--- src/rtl/audio_pkg.sv ---
// Shared definitions for the audio pump: register map, status bits,
// command words and the pump state encoding.
package audio_pkg;

  // Audio interface register addresses
  localparam logic [2:0] ADDR_DAC_L  = 3'd0;
  localparam logic [2:0] ADDR_DAC_R  = 3'd1;
  localparam logic [2:0] ADDR_ADC_L  = 3'd2;
  localparam logic [2:0] ADDR_ADC_R  = 3'd3;
  localparam logic [2:0] ADDR_CMD    = 3'd4;
  localparam logic [2:0] ADDR_STATUS = 3'd5;

  // Status register bit positions
  localparam int STAT_DAC_FULL  = 0;
  localparam int STAT_ADC_EMPTY = 1;

  // Command word that clears both audio FIFOs
  localparam logic [15:0] CMD_CLEAR = 16'h0001;

  typedef enum logic [3:0] {
    ST_IDLE     = 4'd0,
    ST_CLEAR    = 4'd1,
    ST_POLL     = 4'd2,
    ST_DECIDE   = 4'd3,
    ST_DAC_L    = 4'd4,
    ST_DAC_R    = 4'd5,
    ST_ADC_L    = 4'd6,
    ST_ADC_WAIT = 4'd7,
    ST_ADC_R    = 4'd8,
    ST_CAP      = 4'd9,
    ST_GAP      = 4'd10
  } pump_state_e;

  // Side served most recently, used to break DAC/ADC ties
  typedef enum logic {
    SRV_DAC = 1'b0,
    SRV_ADC = 1'b1
  } srv_side_e;

endpackage

--- src/rtl/audio_pump.sv ---
// Autonomous Avalon-MM master that polls the audio interface status and
// moves stereo frames source->DAC FIFO and ADC FIFO->capture sink,
// alternating DAC/ADC service when both sides need attention.
// All outputs are registered: each output register is loaded from the
// decode of the next state, so a strobe is high exactly while the state
// register holds the matching state.
module audio_pump
  import audio_pkg::*;
#(
  parameter int POLL_GAP   = 4,
  parameter int ADC_LR_GAP = 2
) (
  input  logic        clk,
  input  logic        reset,
  input  logic        en,
  input  logic        clear_req,
  input  logic        src_valid,
  output logic        src_ready,
  input  logic [15:0] src_left,
  input  logic [15:0] src_right,
  output logic        cap_valid,
  input  logic        cap_ready,
  output logic [15:0] cap_left,
  output logic [15:0] cap_right,
  output logic [2:0]  avm_address,
  output logic        avm_read,
  output logic        avm_write,
  output logic [15:0] avm_writedata,
  input  logic [15:0] avm_readdata,
  output logic        busy,
  output logic [15:0] dac_frames,
  output logic [15:0] adc_frames
);

  // Last in-state count value before leaving the timed idle states
  localparam logic [15:0] GAP_LAST = 16'((POLL_GAP > 0) ? POLL_GAP - 1 : 0);
  localparam logic [15:0] LR_LAST  = 16'((ADC_LR_GAP > 0) ? ADC_LR_GAP - 1 : 0);

  pump_state_e state_r, next_state_s, gap_exit_s, gap_entry_s;
  srv_side_e   last_srv_r;
  logic [15:0] wait_cnt_r;
  logic        clear_pend_r, clr_any_s;
  logic        dac_full_r, adc_empty_r;
  logic        need_dac_s, need_adc_s;
  logic [15:0] dac_right_r, adc_left_r;

  logic        read_s, write_s, src_ready_s, cap_valid_s;
  logic [2:0]  addr_s;
  logic [15:0] wdata_s, cap_left_s, cap_right_s;

  assign clr_any_s  = clear_pend_r | clear_req;
  assign need_dac_s = ~dac_full_r & src_valid;
  assign need_adc_s = ~adc_empty_r & cap_ready;

  // Where a service slot goes once its idle gap has elapsed
  always_comb begin
    if (!en) begin
      gap_exit_s = ST_IDLE;
    end else if (clr_any_s) begin
      gap_exit_s = ST_CLEAR;
    end else begin
      gap_exit_s = ST_POLL;
    end
  end

  // With a zero-length gap the GAP state is skipped entirely
  always_comb begin
    if (POLL_GAP == 0) begin
      gap_entry_s = gap_exit_s;
    end else begin
      gap_entry_s = ST_GAP;
    end
  end

  // State register
  always_ff @(posedge clk) begin
    if (reset) begin
      state_r <= ST_IDLE;
    end else begin
      state_r <= next_state_s;
    end
  end

  // Next-state logic; a started frame always runs to completion
  always_comb begin
    next_state_s = state_r;
    case (state_r)
      ST_IDLE: begin
        if (en || clr_any_s) next_state_s = ST_CLEAR;
        else                 next_state_s = ST_IDLE;
      end
      ST_CLEAR: begin
        if (en) next_state_s = ST_POLL;
        else    next_state_s = ST_IDLE;
      end
      ST_POLL: begin
        if (en) next_state_s = ST_DECIDE;
        else    next_state_s = ST_IDLE;
      end
      ST_DECIDE: begin
        if (!en)                          next_state_s = ST_IDLE;
        else if (clr_any_s)               next_state_s = ST_CLEAR;
        else if (need_dac_s && need_adc_s)
          next_state_s = (last_srv_r == SRV_ADC) ? ST_DAC_L : ST_ADC_L;
        else if (need_dac_s)              next_state_s = ST_DAC_L;
        else if (need_adc_s)              next_state_s = ST_ADC_L;
        else                              next_state_s = gap_entry_s;
      end
      ST_DAC_L:    next_state_s = ST_DAC_R;
      ST_DAC_R:    next_state_s = gap_entry_s;
      ST_ADC_L:    next_state_s = ST_ADC_WAIT;
      ST_ADC_WAIT: begin
        if (wait_cnt_r == LR_LAST) next_state_s = ST_ADC_R;
        else                       next_state_s = ST_ADC_WAIT;
      end
      ST_ADC_R:    next_state_s = ST_CAP;
      ST_CAP:      next_state_s = gap_entry_s;
      ST_GAP: begin
        if (wait_cnt_r == GAP_LAST) next_state_s = gap_exit_s;
        else                        next_state_s = ST_GAP;
      end
      default:     next_state_s = ST_IDLE;
    endcase
  end

  // Output decode from the state about to be entered
  always_comb begin
    read_s      = 1'b0;
    write_s     = 1'b0;
    addr_s      = avm_address;
    wdata_s     = avm_writedata;
    src_ready_s = 1'b0;
    cap_valid_s = 1'b0;
    cap_left_s  = cap_left;
    cap_right_s = cap_right;
    case (next_state_s)
      ST_CLEAR: begin
        write_s = 1'b1;
        addr_s  = ADDR_CMD;
        wdata_s = CMD_CLEAR;
      end
      ST_POLL: begin
        read_s = 1'b1;
        addr_s = ADDR_STATUS;
      end
      ST_DAC_L: begin
        write_s     = 1'b1;
        addr_s      = ADDR_DAC_L;
        wdata_s     = src_left;
        src_ready_s = 1'b1;
      end
      ST_DAC_R: begin
        write_s = 1'b1;
        addr_s  = ADDR_DAC_R;
        wdata_s = dac_right_r;
      end
      ST_ADC_L: begin
        read_s = 1'b1;
        addr_s = ADDR_ADC_L;
      end
      ST_ADC_R: begin
        read_s = 1'b1;
        addr_s = ADDR_ADC_R;
      end
      ST_CAP: begin
        // CAP is only entered from ADC_R, so readdata is the right word
        cap_valid_s = 1'b1;
        cap_left_s  = adc_left_r;
        cap_right_s = avm_readdata;
      end
      default: begin
        read_s  = 1'b0;
        write_s = 1'b0;
      end
    endcase
  end

  // Output registers
  always_ff @(posedge clk) begin
    if (reset) begin
      avm_read      <= 1'b0;
      avm_write     <= 1'b0;
      avm_address   <= 3'd0;
      avm_writedata <= 16'h0000;
      src_ready     <= 1'b0;
      cap_valid     <= 1'b0;
      cap_left      <= 16'h0000;
      cap_right     <= 16'h0000;
      busy          <= 1'b0;
    end else begin
      avm_read      <= read_s;
      avm_write     <= write_s;
      avm_address   <= addr_s;
      avm_writedata <= wdata_s;
      src_ready     <= src_ready_s;
      cap_valid     <= cap_valid_s;
      cap_left      <= cap_left_s;
      cap_right     <= cap_right_s;
      busy          <= (next_state_s != ST_IDLE);
    end
  end

  // Cycles spent in the current state, restarted on every transition
  always_ff @(posedge clk) begin
    if (reset) begin
      wait_cnt_r <= 16'd0;
    end else if (next_state_s != state_r) begin
      wait_cnt_r <= 16'd0;
    end else begin
      wait_cnt_r <= wait_cnt_r + 16'd1;
    end
  end

  // Sticky one-deep clear request, consumed by the CLEAR write
  always_ff @(posedge clk) begin
    if (reset) begin
      clear_pend_r <= 1'b0;
    end else if (state_r == ST_CLEAR) begin
      clear_pend_r <= 1'b0;
    end else if (clear_req) begin
      clear_pend_r <= 1'b1;
    end else begin
      clear_pend_r <= clear_pend_r;
    end
  end

  // Status bits captured at the end of the poll read
  always_ff @(posedge clk) begin
    if (reset) begin
      dac_full_r  <= 1'b1;
      adc_empty_r <= 1'b1;
    end else if (state_r == ST_POLL) begin
      dac_full_r  <= avm_readdata[STAT_DAC_FULL];
      adc_empty_r <= avm_readdata[STAT_ADC_EMPTY];
    end else begin
      dac_full_r  <= dac_full_r;
      adc_empty_r <= adc_empty_r;
    end
  end

  // Round-robin memory: remember which side was granted last
  always_ff @(posedge clk) begin
    if (reset) begin
      last_srv_r <= SRV_ADC;
    end else if (state_r == ST_DAC_L) begin
      last_srv_r <= SRV_DAC;
    end else if (state_r == ST_ADC_L) begin
      last_srv_r <= SRV_ADC;
    end else begin
      last_srv_r <= last_srv_r;
    end
  end

  // Frame data holding: right DAC word taken with the left, ADC left word
  always_ff @(posedge clk) begin
    if (reset) begin
      dac_right_r <= 16'h0000;
      adc_left_r  <= 16'h0000;
    end else begin
      if (next_state_s == ST_DAC_L) dac_right_r <= src_right;
      else                          dac_right_r <= dac_right_r;
      if (state_r == ST_ADC_L) adc_left_r <= avm_readdata;
      else                     adc_left_r <= adc_left_r;
    end
  end

  // Wrapping frame counters, zeroed by a FIFO clear
  always_ff @(posedge clk) begin
    if (reset || (state_r == ST_CLEAR)) begin
      dac_frames <= 16'h0000;
      adc_frames <= 16'h0000;
    end else begin
      if (state_r == ST_DAC_R) dac_frames <= dac_frames + 16'h0001;
      else                     dac_frames <= dac_frames;
      if (state_r == ST_CAP) adc_frames <= adc_frames + 16'h0001;
      else                   adc_frames <= adc_frames;
    end
  end

endmodule

--- config.mk ---
export PLATFORM = sky130hd
export DESIGN_NAME = audio_pump
export DESIGN_NICKNAME = d
export VERILOG_FILES = /design/src/rtl/audio_pkg.sv /design/src/rtl/audio_pump.sv
export SDC_FILE = /design/constraint.sdc
export NUM_CORES = 1
export LEC_CHECK = 0
export CORE_AREA = 5 5 116 118
export CTS_CLUSTER_SIZE = 40
export DETAILED_ROUTE_END_ITERATION = 6
export DIE_AREA = 0 0 121 123
export GPL_TIMING_DRIVEN = 0
export PLACE_DENSITY = 0.82
export SYNTH_ARGS = -nofsm -noshare
export SYNTH_HDL_FRONTEND = slang
export SYNTH_SLANG_ARGS = --single-unit
export TNS_END_PERCENT = 100
--- constraint.sdc ---
create_clock -name clk -period 2.9 [get_ports clk]
set_input_delay 0.29 -clock clk [delete_from_list [all_inputs] [get_ports clk]]
set_output_delay 0.29 -clock clk [all_outputs]
set_load 0.005 [all_outputs]
==> flow_summary.yaml <==
status:
  outcome: "finished, final reports clean"
grt:
  grt_util_met2_pct: 33.7
  busiest_layer: "met2"
  grt.met1_usage_pct: 26.0
  antenna_found_initial: 0
  grt_usage_pct: 20.7
  grt_pass1_wl_mm: 24.5
  globalRouteOverflowTotal: 0
  grt_max_degree: 17
  grt_pass1_vias: 5061
  met3_usage_pct: 6.04
route:
  routed_wirelength_mm: 15.3
  drt_first_pass_iters: 5
  dr_total_vias: 5357
  viasPerCell: 5.21
  final_antenna_net_count: 0
  drc: 0
  drt_iter0_drc: 297
  avgRoutedWirePerCell_um: 14.9
worst_setup_path:
  endpoint_kind: "register"
  required_ns: 3.25
  worstSetupPathType: "register to register"
  max_stage_delay_ns: 0.37
  cpMostUsedCell: "buf_2"
  crit_chain: "ha_1, nor3b_1, nand4_2, a31oi_4, and3_1, buf_2, buf_2, a31oi_1, a211oi_2"
  crit_arrival_ns: 2.92
  cp-start-kind: "register"
  crit_path_top_delay_cell: "dfxtp_1"
  cp_max_fo: 10
final_layout:
  drive_gt1_share_pct: 10.5
  diodes: 0
  seqCellArea_um2: 2880
  area_delta_synth_final_pct: 37.5
  finish.instance_area_um2: 8290
  fill_cells: 1016
  fin_nets: 902
  multiInputGateArea_um2: 2960
power_and_ir_drop:
  p_leak_uw: 0.00294
  ir_worst_vdd_mv: 0.397
  powerDensity_nw_per_um2: 567
  total_power_uw: 4700
floorplan:
  initial_core_util_pct: 48.8
  core_um2: 12400
  die_area_um2: 14900
  rows: 41
  io_pins: 142
  die_x_um: 121
  dieHeight_um: 123
timing:
  worst_slew_pin_slew_ns: 1.07
  setup_ws_ns: 0.328
  fin_crit_ns: 2.57
  hold_violations: 0
  drv_slew: 0
  max_slew_margin_pct: 28.4
  rsz0062_at_grt: "no"
  fin_setup_tns_ns: 0
  hold_ws_ns: 0.273
  period_share_pct: 88.7
  fmax_ghz: 0.389
  clock_skew_ns: 0.0103
  setup_viol: 0
synth:
  ys_top_cells_by_area: "dfxtp_1, nand2_1, nor2_1"
  synthMuxAreaShare_pct: 2.99
  syn-num-nets: 743
  ys.flop_type: "dfxtp_1"
  synth_seq_cells: 144
  synth_cells: 685
  synth-simple-area-share_pct: 24.4
  yosys.area_share.xor_xnor_pct: 6.25
  synth_area_leader_cell: "dfxtp_1"
  syn_area_um2: 6030
  synth_seq_area_share_pct: 47.8
  synth_top_family_by_area: "simple AND/OR/NAND/NOR gates"
  synthAdderAreaFrac_pct: 0.830
  synth_edf_count: 0
  ys_types: 50
  ys_async_sr_fraction_pct: 0
  synth-compound-area-share_pct: 14.6
  yosysTopAreaCellShare_pct: 47.8
  postSynthAreaPerCell_um2: 8.80
  yosys_warnings: 0
placed_design:
  place_area_um2: 7650
  hpwl_mm: 10.7
  place_ws_ns: 0.239
  gp_congestion: 0.878
  port_buffers: 140
clocking:
  clk_pin_slew_ns: 0.06
  cts.hold.buffers_added: 0
  clk_latency_ns: 0.43
  cts_setup_buffers: 0
  clockBufferDepth: 2
  cts_resized: 0
  tritoncts: "built"
  cts.sinks: 144
  cts_made_buffers: 17
  cts_max_level: 4
  cts_root_buffer: "clkbuf_16"
run:
  maxCapViolations: 0
hold_path:
  hold_path.class: "input port to register"
placed cells by master, fill, tap and decap left out, types with 5 or more instances in the layout:
master / instances
o21ai_0: 10
a31oi_1: 15
xor2_1: 30
a211oi_2: 11
o21ai_2: 11
clkbuf_1: 29
nand2b_1: 8
nor2_1: 90
buf_2: 11
nand4_1: 11
nor3_1: 11
xnor2_1: 13
nand3_1: 24
mux2i_1: 18
a211oi_1: 7
dfxtp_1: 144
a21oi_1: 59
and3_1: 7
clkbuf_16: 17
nor2_2: 9
or3_1: 5
nor2b_1: 5
clkdlybuf4s50_1: 140
bufinv_16: 5
nand2_1: 115
Yosys cell counts (2+ instances only):
library cell	instances
nor4_4	2
nor4_2	2
buf_2	11
nor3b_4	2
dfxtp_1	144
o21ai_0	10
buf_6	2
or2_2	3
nor3_1	11
a211o_1	2
a21oi_1	59
nor2_1	90
clkbuf_1	26
ha_1	4
a211oi_1	7
nand2b_1	8
nor2b_1	5
xnor2_1	13
a31oi_1	15
o21ai_2	11
o2111a_1	2
nand2_1	115
a211oi_2	11
nand3_1	24
nor2_2	9
and3_1	7
inv_1	3
nor3b_1	4
nand4_1	11
mux2i_1	18
nand4_2	2
or3_1	5
xor2_1	30
per-layer routing:
layer  routed length (um)  vias to the layer above
met3                 1060                       24
met5                    0                        -
met2                 7200                      171
li1                     -                     2667
met4                  279                        0
met1                 6790                     2495
registers in the layout, summed over array words and instances (netlist names), 3 cells and up:
| signal | cells |
|---|---|
| wait_cnt_r | 16 |
| avm_address | 3 |
| dac_right_r | 16 |
| dac_frames | 16 |
| avm_writedata | 16 |
| cap_left | 16 |
| adc_frames | 16 |
| cap_right | 16 |
| state_r | 4 |
| adc_left_r | 16 |
kinds of logic (layout without fill, tap and decap cells):
kind of cell | Yosys count | in the layout
AND/OR/NAND/NOR | 307 | 307
flip-flops | 144 | 144
AO/OA/AOI/OAI | 126 | 126
XOR/XNOR | 43 | 43
buffers and inverters | 43 | 215
multiplexers | 18 | 18
adder cells (fa/ha/maj) | 4 | 4
layout make-up:
cell class,instances,share of cell area (%)
plain buffers,40,2.16
clock buffers,20,5.27
clock inverters,12,2.51
inverters,3,0.136
multi-input cells,498,35.7
flip-flops and latches,144,34.8
well taps,172,2.60
repair buffers,140,16.9
critical path: cells and delay by family (launching register included):
| family | cells | cell delay (ns) |
|---|---|---|
| buffers and inverters | 2 | 0.51 |
| AO/OA/AOI/OAI | 3 | 0.67 |
| adder cells (fa/ha/maj) | 1 | 0.28 |
| AND/OR/NAND/NOR | 3 | 0.69 |
| flip-flops | 1 | 0.37 |
worst paths after layout:
check	from	to	slack [ns]	depth (start not counted)
max	wait_cnt_r[0]	avm_writedata[8]	0.33	9
min	reset	avm_address[0]	0.27	2
max reg2reg	wait_cnt_r[0]	avm_writedata[8]	0.33	9
min reg2reg	adc_left_r[7]	cap_left[7]	0.45	2
through the flow:
stage / utilization (%) / cells
final: 67.1 / 1029
after global routing: 67.1 / 1029
after CTS: 67.1 / 1029
after detailed placement: 61.8 / 997
after global placement: 61.8 / 997
after floorplan: - / 685
report_power, final:
group / internal (uW) / total [uW] / switching [uW]
clock network: 1530 / 2370 / 838
logic: 146 / 320 / 174
registers: 2000 / 2010 / 12.7
(Power assumes the default switching activity.)
